<file path="src/rtl/uart_lite_loopback_buffered.sv">
// AXI4-Lite echo engine for a UART-Lite style peripheral.
// Polls status, buffers RX bytes in a FIFO, and refills TX from it.
module uart_lite_loopback_buffered #(
    parameter int                  ADDR_W      = 4,
    parameter int                  DATA_W      = 32,
    parameter int                  FIFO_DEPTH  = 16,
    parameter logic [ADDR_W-1:0]   RX_OFFSET   = 'h0,
    parameter logic [ADDR_W-1:0]   TX_OFFSET   = 'h4,
    parameter logic [ADDR_W-1:0]   STAT_OFFSET = 'h8,
    parameter int                  RX_VLD_BIT  = 0,
    parameter int                  TX_FULL_BIT = 3,
    parameter logic [DATA_W/8-1:0] WSTRB_VAL   = 'b0001
) (
    input  logic                          CLK,
    input  logic                          RST_N,
    input  logic                          ENABLE,
    input  logic                          ERR_CLR,
    output logic [ADDR_W-1:0]             ARADDR,
    output logic                          ARVALID,
    input  logic                          ARREADY,
    input  logic [DATA_W-1:0]             RDATA,
    input  logic [1:0]                    RRESP,
    input  logic                          RVALID,
    output logic                          RREADY,
    output logic [ADDR_W-1:0]             AWADDR,
    output logic                          AWVALID,
    input  logic                          AWREADY,
    output logic [DATA_W-1:0]             WDATA,
    output logic [DATA_W/8-1:0]           WSTRB,
    output logic                          WVALID,
    input  logic                          WREADY,
    input  logic [1:0]                    BRESP,
    input  logic                          BVALID,
    output logic                          BREADY,
    output logic [$clog2(FIFO_DEPTH):0]   FIFO_COUNT,
    output logic                          ERR,
    output logic                          BUSY
);

    localparam int PTR_W = $clog2(FIFO_DEPTH);
    localparam int CNT_W = PTR_W + 1;
    localparam int STB_W = DATA_W / 8;

    typedef enum logic [2:0] {
        IDLE,
        STAT_AR,
        STAT_R,
        RX_AR,
        RX_R,
        TX_AW,
        TX_B
    } state_e;

    state_e state_q, state_d;

    logic              arvalid_q, arvalid_d;
    logic [ADDR_W-1:0] araddr_q,  araddr_d;
    logic              rready_q,  rready_d;
    logic              awvalid_q, awvalid_d;
    logic [ADDR_W-1:0] awaddr_q,  awaddr_d;
    logic              wvalid_q,  wvalid_d;
    logic [DATA_W-1:0] wdata_q,   wdata_d;
    logic [STB_W-1:0]  wstrb_q,   wstrb_d;
    logic              bready_q,  bready_d;
    logic              aw_done_q, aw_done_d;
    logic              w_done_q,  w_done_d;
    logic              prio_q,    prio_d;
    logic              err_q,     err_d;
    logic              busy_q,    busy_d;
    logic [CNT_W-1:0]  count_q,   count_d;
    logic [PTR_W-1:0]  wr_ptr_q,  wr_ptr_d;
    logic [PTR_W-1:0]  rd_ptr_q,  rd_ptr_d;

    logic [DATA_W-1:0] mem [FIFO_DEPTH];

    logic push;
    logic pop;
    logic err_set;
    logic rx_ok;
    logic tx_ok;
    logic serve_rx;
    logic serve_tx;
    logic aw_fire;
    logic w_fire;

    // Service decision taken from the status word; prio_q=0 favours RX.
    always_comb begin
        rx_ok    = RDATA[RX_VLD_BIT] && (count_q < CNT_W'(FIFO_DEPTH));
        tx_ok    = !RDATA[TX_FULL_BIT] && (count_q != '0);
        serve_rx = rx_ok && (!tx_ok || !prio_q);
        serve_tx = tx_ok && (!rx_ok || prio_q);
        aw_fire  = awvalid_q && AWREADY;
        w_fire   = wvalid_q && WREADY;
    end

    // Next-state and registered-output logic for the polling scheduler.
    always_comb begin
        state_d   = state_q;
        arvalid_d = arvalid_q;
        araddr_d  = araddr_q;
        rready_d  = rready_q;
        awvalid_d = awvalid_q;
        awaddr_d  = awaddr_q;
        wvalid_d  = wvalid_q;
        wdata_d   = wdata_q;
        wstrb_d   = wstrb_q;
        bready_d  = bready_q;
        aw_done_d = aw_done_q;
        w_done_d  = w_done_q;
        prio_d    = prio_q;
        push      = 1'b0;
        pop       = 1'b0;
        err_set   = 1'b0;

        unique case (state_q)
            IDLE: begin
                if (ENABLE) begin
                    state_d   = STAT_AR;
                    arvalid_d = 1'b1;
                    araddr_d  = STAT_OFFSET;
                end
            end
            STAT_AR: begin
                if (ARREADY) begin
                    arvalid_d = 1'b0;
                    rready_d  = 1'b1;
                    state_d   = STAT_R;
                end
            end
            STAT_R: begin
                if (RVALID) begin
                    rready_d = 1'b0;
                    state_d  = IDLE;
                    if (RRESP != 2'b00) begin
                        err_set = 1'b1;
                    end else if (serve_rx) begin
                        state_d   = RX_AR;
                        arvalid_d = 1'b1;
                        araddr_d  = RX_OFFSET;
                    end else if (serve_tx) begin
                        state_d   = TX_AW;
                        awvalid_d = 1'b1;
                        wvalid_d  = 1'b1;
                        awaddr_d  = TX_OFFSET;
                        wdata_d   = mem[rd_ptr_q];
                        wstrb_d   = WSTRB_VAL;
                    end
                    if (RRESP == 2'b00 && rx_ok && tx_ok) begin
                        prio_d = !prio_q;
                    end
                end
            end
            RX_AR: begin
                if (ARREADY) begin
                    arvalid_d = 1'b0;
                    rready_d  = 1'b1;
                    state_d   = RX_R;
                end
            end
            RX_R: begin
                if (RVALID) begin
                    rready_d = 1'b0;
                    state_d  = IDLE;
                    if (RRESP == 2'b00) begin
                        push = 1'b1;
                    end else begin
                        err_set = 1'b1;
                    end
                end
            end
            TX_AW: begin
                if (aw_fire) begin
                    awvalid_d = 1'b0;
                    aw_done_d = 1'b1;
                end
                if (w_fire) begin
                    wvalid_d = 1'b0;
                    w_done_d = 1'b1;
                end
                if ((aw_done_q || aw_fire) && (w_done_q || w_fire)) begin
                    aw_done_d = 1'b0;
                    w_done_d  = 1'b0;
                    bready_d  = 1'b1;
                    state_d   = TX_B;
                end
            end
            TX_B: begin
                if (BVALID) begin
                    bready_d = 1'b0;
                    pop      = 1'b1;
                    state_d  = IDLE;
                    if (BRESP != 2'b00) begin
                        err_set = 1'b1;
                    end
                end
            end
            default: begin
                state_d = IDLE;
            end
        endcase
    end

    // FIFO bookkeeping, sticky error and busy flag.
    always_comb begin
        count_d  = count_q;
        wr_ptr_d = wr_ptr_q;
        rd_ptr_d = rd_ptr_q;
        if (push) begin
            wr_ptr_d = wr_ptr_q + PTR_W'(1);
            count_d  = count_q + CNT_W'(1);
        end
        if (pop) begin
            rd_ptr_d = rd_ptr_q + PTR_W'(1);
            count_d  = count_q - CNT_W'(1);
        end
        err_d = ERR_CLR ? 1'b0 : err_q;
        if (err_set) begin
            err_d = 1'b1;
        end
        busy_d = (state_d != IDLE);
    end

    // State and output registers; reset aborts any transfer.
    always_ff @(posedge CLK or negedge RST_N) begin
        if (!RST_N) begin
            state_q   <= IDLE;
            arvalid_q <= 1'b0;
            araddr_q  <= '0;
            rready_q  <= 1'b0;
            awvalid_q <= 1'b0;
            awaddr_q  <= '0;
            wvalid_q  <= 1'b0;
            wdata_q   <= '0;
            wstrb_q   <= '0;
            bready_q  <= 1'b0;
            aw_done_q <= 1'b0;
            w_done_q  <= 1'b0;
            prio_q    <= 1'b0;
            err_q     <= 1'b0;
            busy_q    <= 1'b0;
            count_q   <= '0;
            wr_ptr_q  <= '0;
            rd_ptr_q  <= '0;
        end else begin
            state_q   <= state_d;
            arvalid_q <= arvalid_d;
            araddr_q  <= araddr_d;
            rready_q  <= rready_d;
            awvalid_q <= awvalid_d;
            awaddr_q  <= awaddr_d;
            wvalid_q  <= wvalid_d;
            wdata_q   <= wdata_d;
            wstrb_q   <= wstrb_d;
            bready_q  <= bready_d;
            aw_done_q <= aw_done_d;
            w_done_q  <= w_done_d;
            prio_q    <= prio_d;
            err_q     <= err_d;
            busy_q    <= busy_d;
            count_q   <= count_d;
            wr_ptr_q  <= wr_ptr_d;
            rd_ptr_q  <= rd_ptr_d;
        end
    end

    // FIFO storage; contents need no reset since count gates use.
    always_ff @(posedge CLK) begin
        if (push) begin
            mem[wr_ptr_q] <= RDATA;
        end
    end

    assign ARVALID    = arvalid_q;
    assign ARADDR     = araddr_q;
    assign RREADY     = rready_q;
    assign AWVALID    = awvalid_q;
    assign AWADDR     = awaddr_q;
    assign WVALID     = wvalid_q;
    assign WDATA      = wdata_q;
    assign WSTRB      = wstrb_q;
    assign BREADY     = bready_q;
    assign FIFO_COUNT = count_q;
    assign ERR        = err_q;
    assign BUSY       = busy_q;

endmodule
</file>
<file path="config.mk">
export PLATFORM = sky130hd
export DESIGN_NAME = uart_lite_loopback_buffered
export DESIGN_NICKNAME = d
export VERILOG_FILES = /design/src/rtl/uart_lite_loopback_buffered.sv
export SDC_FILE = /design/constraint.sdc
export NUM_CORES = 1
export LEC_CHECK = 0
export CORE_ASPECT_RATIO = 0.6
export CORE_MARGIN = 10
export CORE_UTILIZATION = 45
export CTS_BUF_LIST = sky130_fd_sc_hd__clkbuf_16
export CTS_CLUSTER_DIAMETER = 80
export DETAILED_ROUTE_END_ITERATION = 8
export GPL_TIMING_DRIVEN = 0
export SYNTH_ARGS = -nofsm -noshare
export SYNTH_HDL_FRONTEND = slang
export SYNTH_SLANG_ARGS = --single-unit
</file>
<file path="constraint.sdc">
create_clock -name CLK -period 4.6 [get_ports CLK]
set_input_delay 0.92 -clock CLK [delete_from_list [all_inputs] [get_ports CLK]]
set_output_delay 0.92 -clock CLK [all_outputs]
set_load 0.01 [all_outputs]
</file>
==> flow_summary.yaml <==
critical_path:
  crit_start: "RDATA[3]"
  timing.rr.start: "state_q[2]$_DFF_PN0_"
  crit-reg2reg-capture: "mem[3][19]$_DFFE_PP_"
  r2r.worst_path.cells: 7
  cp_max_fo: 19
  worstPathRequired_ns: 5.12
  critPathLaunchType: "primary input"
  r2r_slack_ns: 1.49
  endpoint_kind: "flop"
  cp.arrival_ns: 4.10
  endpoint: "WDATA[14]$_DFFE_PN0P_"
  criticalPathCategory: "in2reg"
detailed_routing:
  drt-total-wl_mm: 52.9
  wl_per_cell_um: 27.7
  drc: 0
  ant_nets: 0
  dr.pass1.iters: 5
  met2_length_mm: 23.6
  vias: 10902
  drt-met1-wl_mm: 24.9
  drt-initial-drc-count: 1061
  highest_layer: "met5"
  drt-vias-per-instance: 5.72
  wl_met3_mm: 3.67
floorplan:
  die_area_um2: 58800
  io-pin-count: 101
  core-area_um2: 48300
  row_count: 62
  chipWidth_um: 306
  start_util: 0.459
  die_h_um: 192
synthesis:
  synth_edf_count: 512
  syn_inst: 1037
  ys.flop_type: "edfxtp_1"
  synth-seq-cells: 572
  synth_area_um2: 22100
  avgSynthCellArea_um2: 21.3
  yosys_warnings: 0
  yosysUniqueCellTypes: 47
  async_flop_share: 0.105
  yosysSeqAreaShare: 0.762
layout:
  most-common-layout-cells: "edfxtp_1 (512), mux4_2 (128), clkdlybuf4s50_1 (90), dfrtp_1 (60), clkbuf_16 (53)"
  ff_latch_area_um2: 16900
  multi_input_area_um2: 5040
  syn_to_final_growth_pct: 18.8
  layout_commonest_cell: "edfxtp_1"
  nNetsFinal: 1277
  fin_util: 0.545
  fillerInstances: 3718
  drive_gt1_frac: 0.253
clock_tree:
  cts_buffer_depth: 3
  cts_tree: "built"
  cts_setup_buffers: 0
  cts_hold_buf: 0
  clk_pin_slew_ns: 0.07
  htree_num_levels: 2
  cts_root_buf: "clkbuf_16"
  post_cts_resized: 0
  clock_latency_ns: 0.58
  numCtsBuffers: 52
  cts.sinks: 572
hold_path:
  min_path_type: "in2async"
sta:
  setup_viol: 0
  worstMarginPinSlew_ns: 1.20
  skew_ns: 0.0173
  rsz0062_at_grt: "false"
  tns_ns: 0
  finalCriticalPeriod_ns: 3.58
  clock.fmax_mhz: 279
  slew_violations: 0
  hold_viol: 0
  slew_headroom: 0.202
  final.period_utilization: 0.778
power_and_ir_drop:
  p_seq_frac: 0.495
  powerDensity_nw_per_um2: 464
  power_mw: 12.2
  clkPwrFrac: 0.352
  combPwrFrac: 0.153
  p_leak_nw: 8.55
  ir_drop_mv: 0.305
  switchingPower_mw: 2.98
  swShare: 0.244
  intPower_mw: 9.23
grt:
  antenna_found_initial: 2
  grtUsageTotal: 0.180
  overflow: 0
  grt_max_degree: 49
  grt_pass1_wl_mm: 77.4
  grt_pass1_vias: 11013
place:
  gp_congestion: 0.758
  port_buffers: 91
  hpwl_mm: 34.4
flow_run:
  maxCapViolCount: 0
status:
  status: "completed"
## state kept, by name, indices dropped and copies added (netlist names), 3 cells and up
name	cells
state_q	3
WDATA	32
rd_ptr_q	4
mem	512
FIFO_COUNT	5
wr_ptr_q	4
## worst min path at each step
stage / depth (start not counted) / slack, ns / from / to
floorplan: 2 / 0.46 / aw_done_q$_DFFE_PN0P_ / aw_done_q$_DFFE_PN0P_
global route: 1 / 0.22 / RST_N / WDATA[8]$_DFFE_PN0P_
finish: 1 / 0.22 / RST_N / WDATA[8]$_DFFE_PN0P_
CTS: 1 / 0.21 / RST_N / WDATA[8]$_DFFE_PN0P_
detailed placement: 1 / 0.47 / BREADY$_DFFE_PN0P_ / BREADY$_DFFE_PN0P_
global placement: 1 / 0.47 / BREADY$_DFFE_PN0P_ / BREADY$_DFFE_PN0P_
## power groups by stage
stage | Sequential, mW | Clock [mW] | Combinational [mW]
6_report | 6.04 | 4.30 | 1.87
5_1_grt | 6.06 | 4.60 | 2.03
4_1_cts | 6.04 | 4.38 | 1.90
3_5_place_dp | 6.15 | 0 | 1.89
3_3_place_gp | 6.15 | 0 | 1.84
2_1_floorplan | 6.16 | 0 | 1.07
## per-stage QoR
step,hold WS [ns],setup WS (ns),std cells,instance area [um^2]
floorplan,0.463,0.177,1045,22200
global placement,0.472,-3.93,1776,23900
detailed placement,0.470,0.431,1809,24600
CTS,0.210,1.04,1906,26300
global route,0.217,0.925,1906,26300
finish,0.224,1.02,1907,26300
## cell type report
type                       count  share of cell area
antenna                        1           0.0000951
clock buffer                  53              0.0504
inverter                       7            0.000999
tap                          640              0.0304
sequential                   572               0.642
clock inverter                44              0.0135
timing repair buffer         124              0.0585
buffer                        63              0.0129
multi-input combinational    403               0.191
## metal layers
metal | GRT usage | vias to the layer above
met5 | 0 | -
met4 | 0.0342 | 2
met3 | 0.0329 | 59
met2 | 0.269 | 395
met1 | 0.274 | 5807
li1 | - | 4639
## cell usage after synthesis, types with 3 or more instances
| master | count | area (um^2) |
|---|---|---|
| a21o_1 | 4 | 30.0 |
| a21oi_1 | 11 | 55.1 |
| a221o_1 | 32 | 320 |
| buf_1 | 7 | 26.3 |
| buf_2 | 14 | 70.1 |
| buf_4 | 13 | 97.6 |
| buf_6 | 5 | 56.3 |
| clkbuf_1 | 24 | 90.1 |
| dfrtp_1 | 60 | 1500 |
| edfxtp_1 | 512 | 15400 |
| ha_1 | 8 | 100 |
| inv_1 | 7 | 26.3 |
| mux2_2 | 33 | 372 |
| mux2i_1 | 33 | 330 |
| mux4_2 | 128 | 2880 |
| nand2_1 | 22 | 82.6 |
| nand2b_1 | 10 | 62.6 |
| nor2_1 | 51 | 191 |
| nor3_1 | 9 | 45.0 |
| o21ai_0 | 10 | 50.1 |
| xnor2_1 | 9 | 78.8 |
| xor2_1 | 3 | 26.3 |
## critical path: stages
cell and delay, ns:
clkdlybuf4s50_1 0.83, o21bai_4 0.41, nor4b_2 0.78, clkbuf_1 0.86
a221o_1 0.28
## kinds of logic after synthesis
| logic type | synth area share |
|---|---|
| adder cells (fa/ha/maj) | 0.00543 |
| buffers and inverters | 0.0166 |
| AO/OA/AOI/OAI | 0.0257 |
| flip-flops | 0.762 |
| multiplexers | 0.162 |
| other | 0.000169 |
| AND/OR/NAND/NOR | 0.0232 |
| XOR/XNOR | 0.00475 |
No activity file was read; power rests on OpenSTA's default activity.
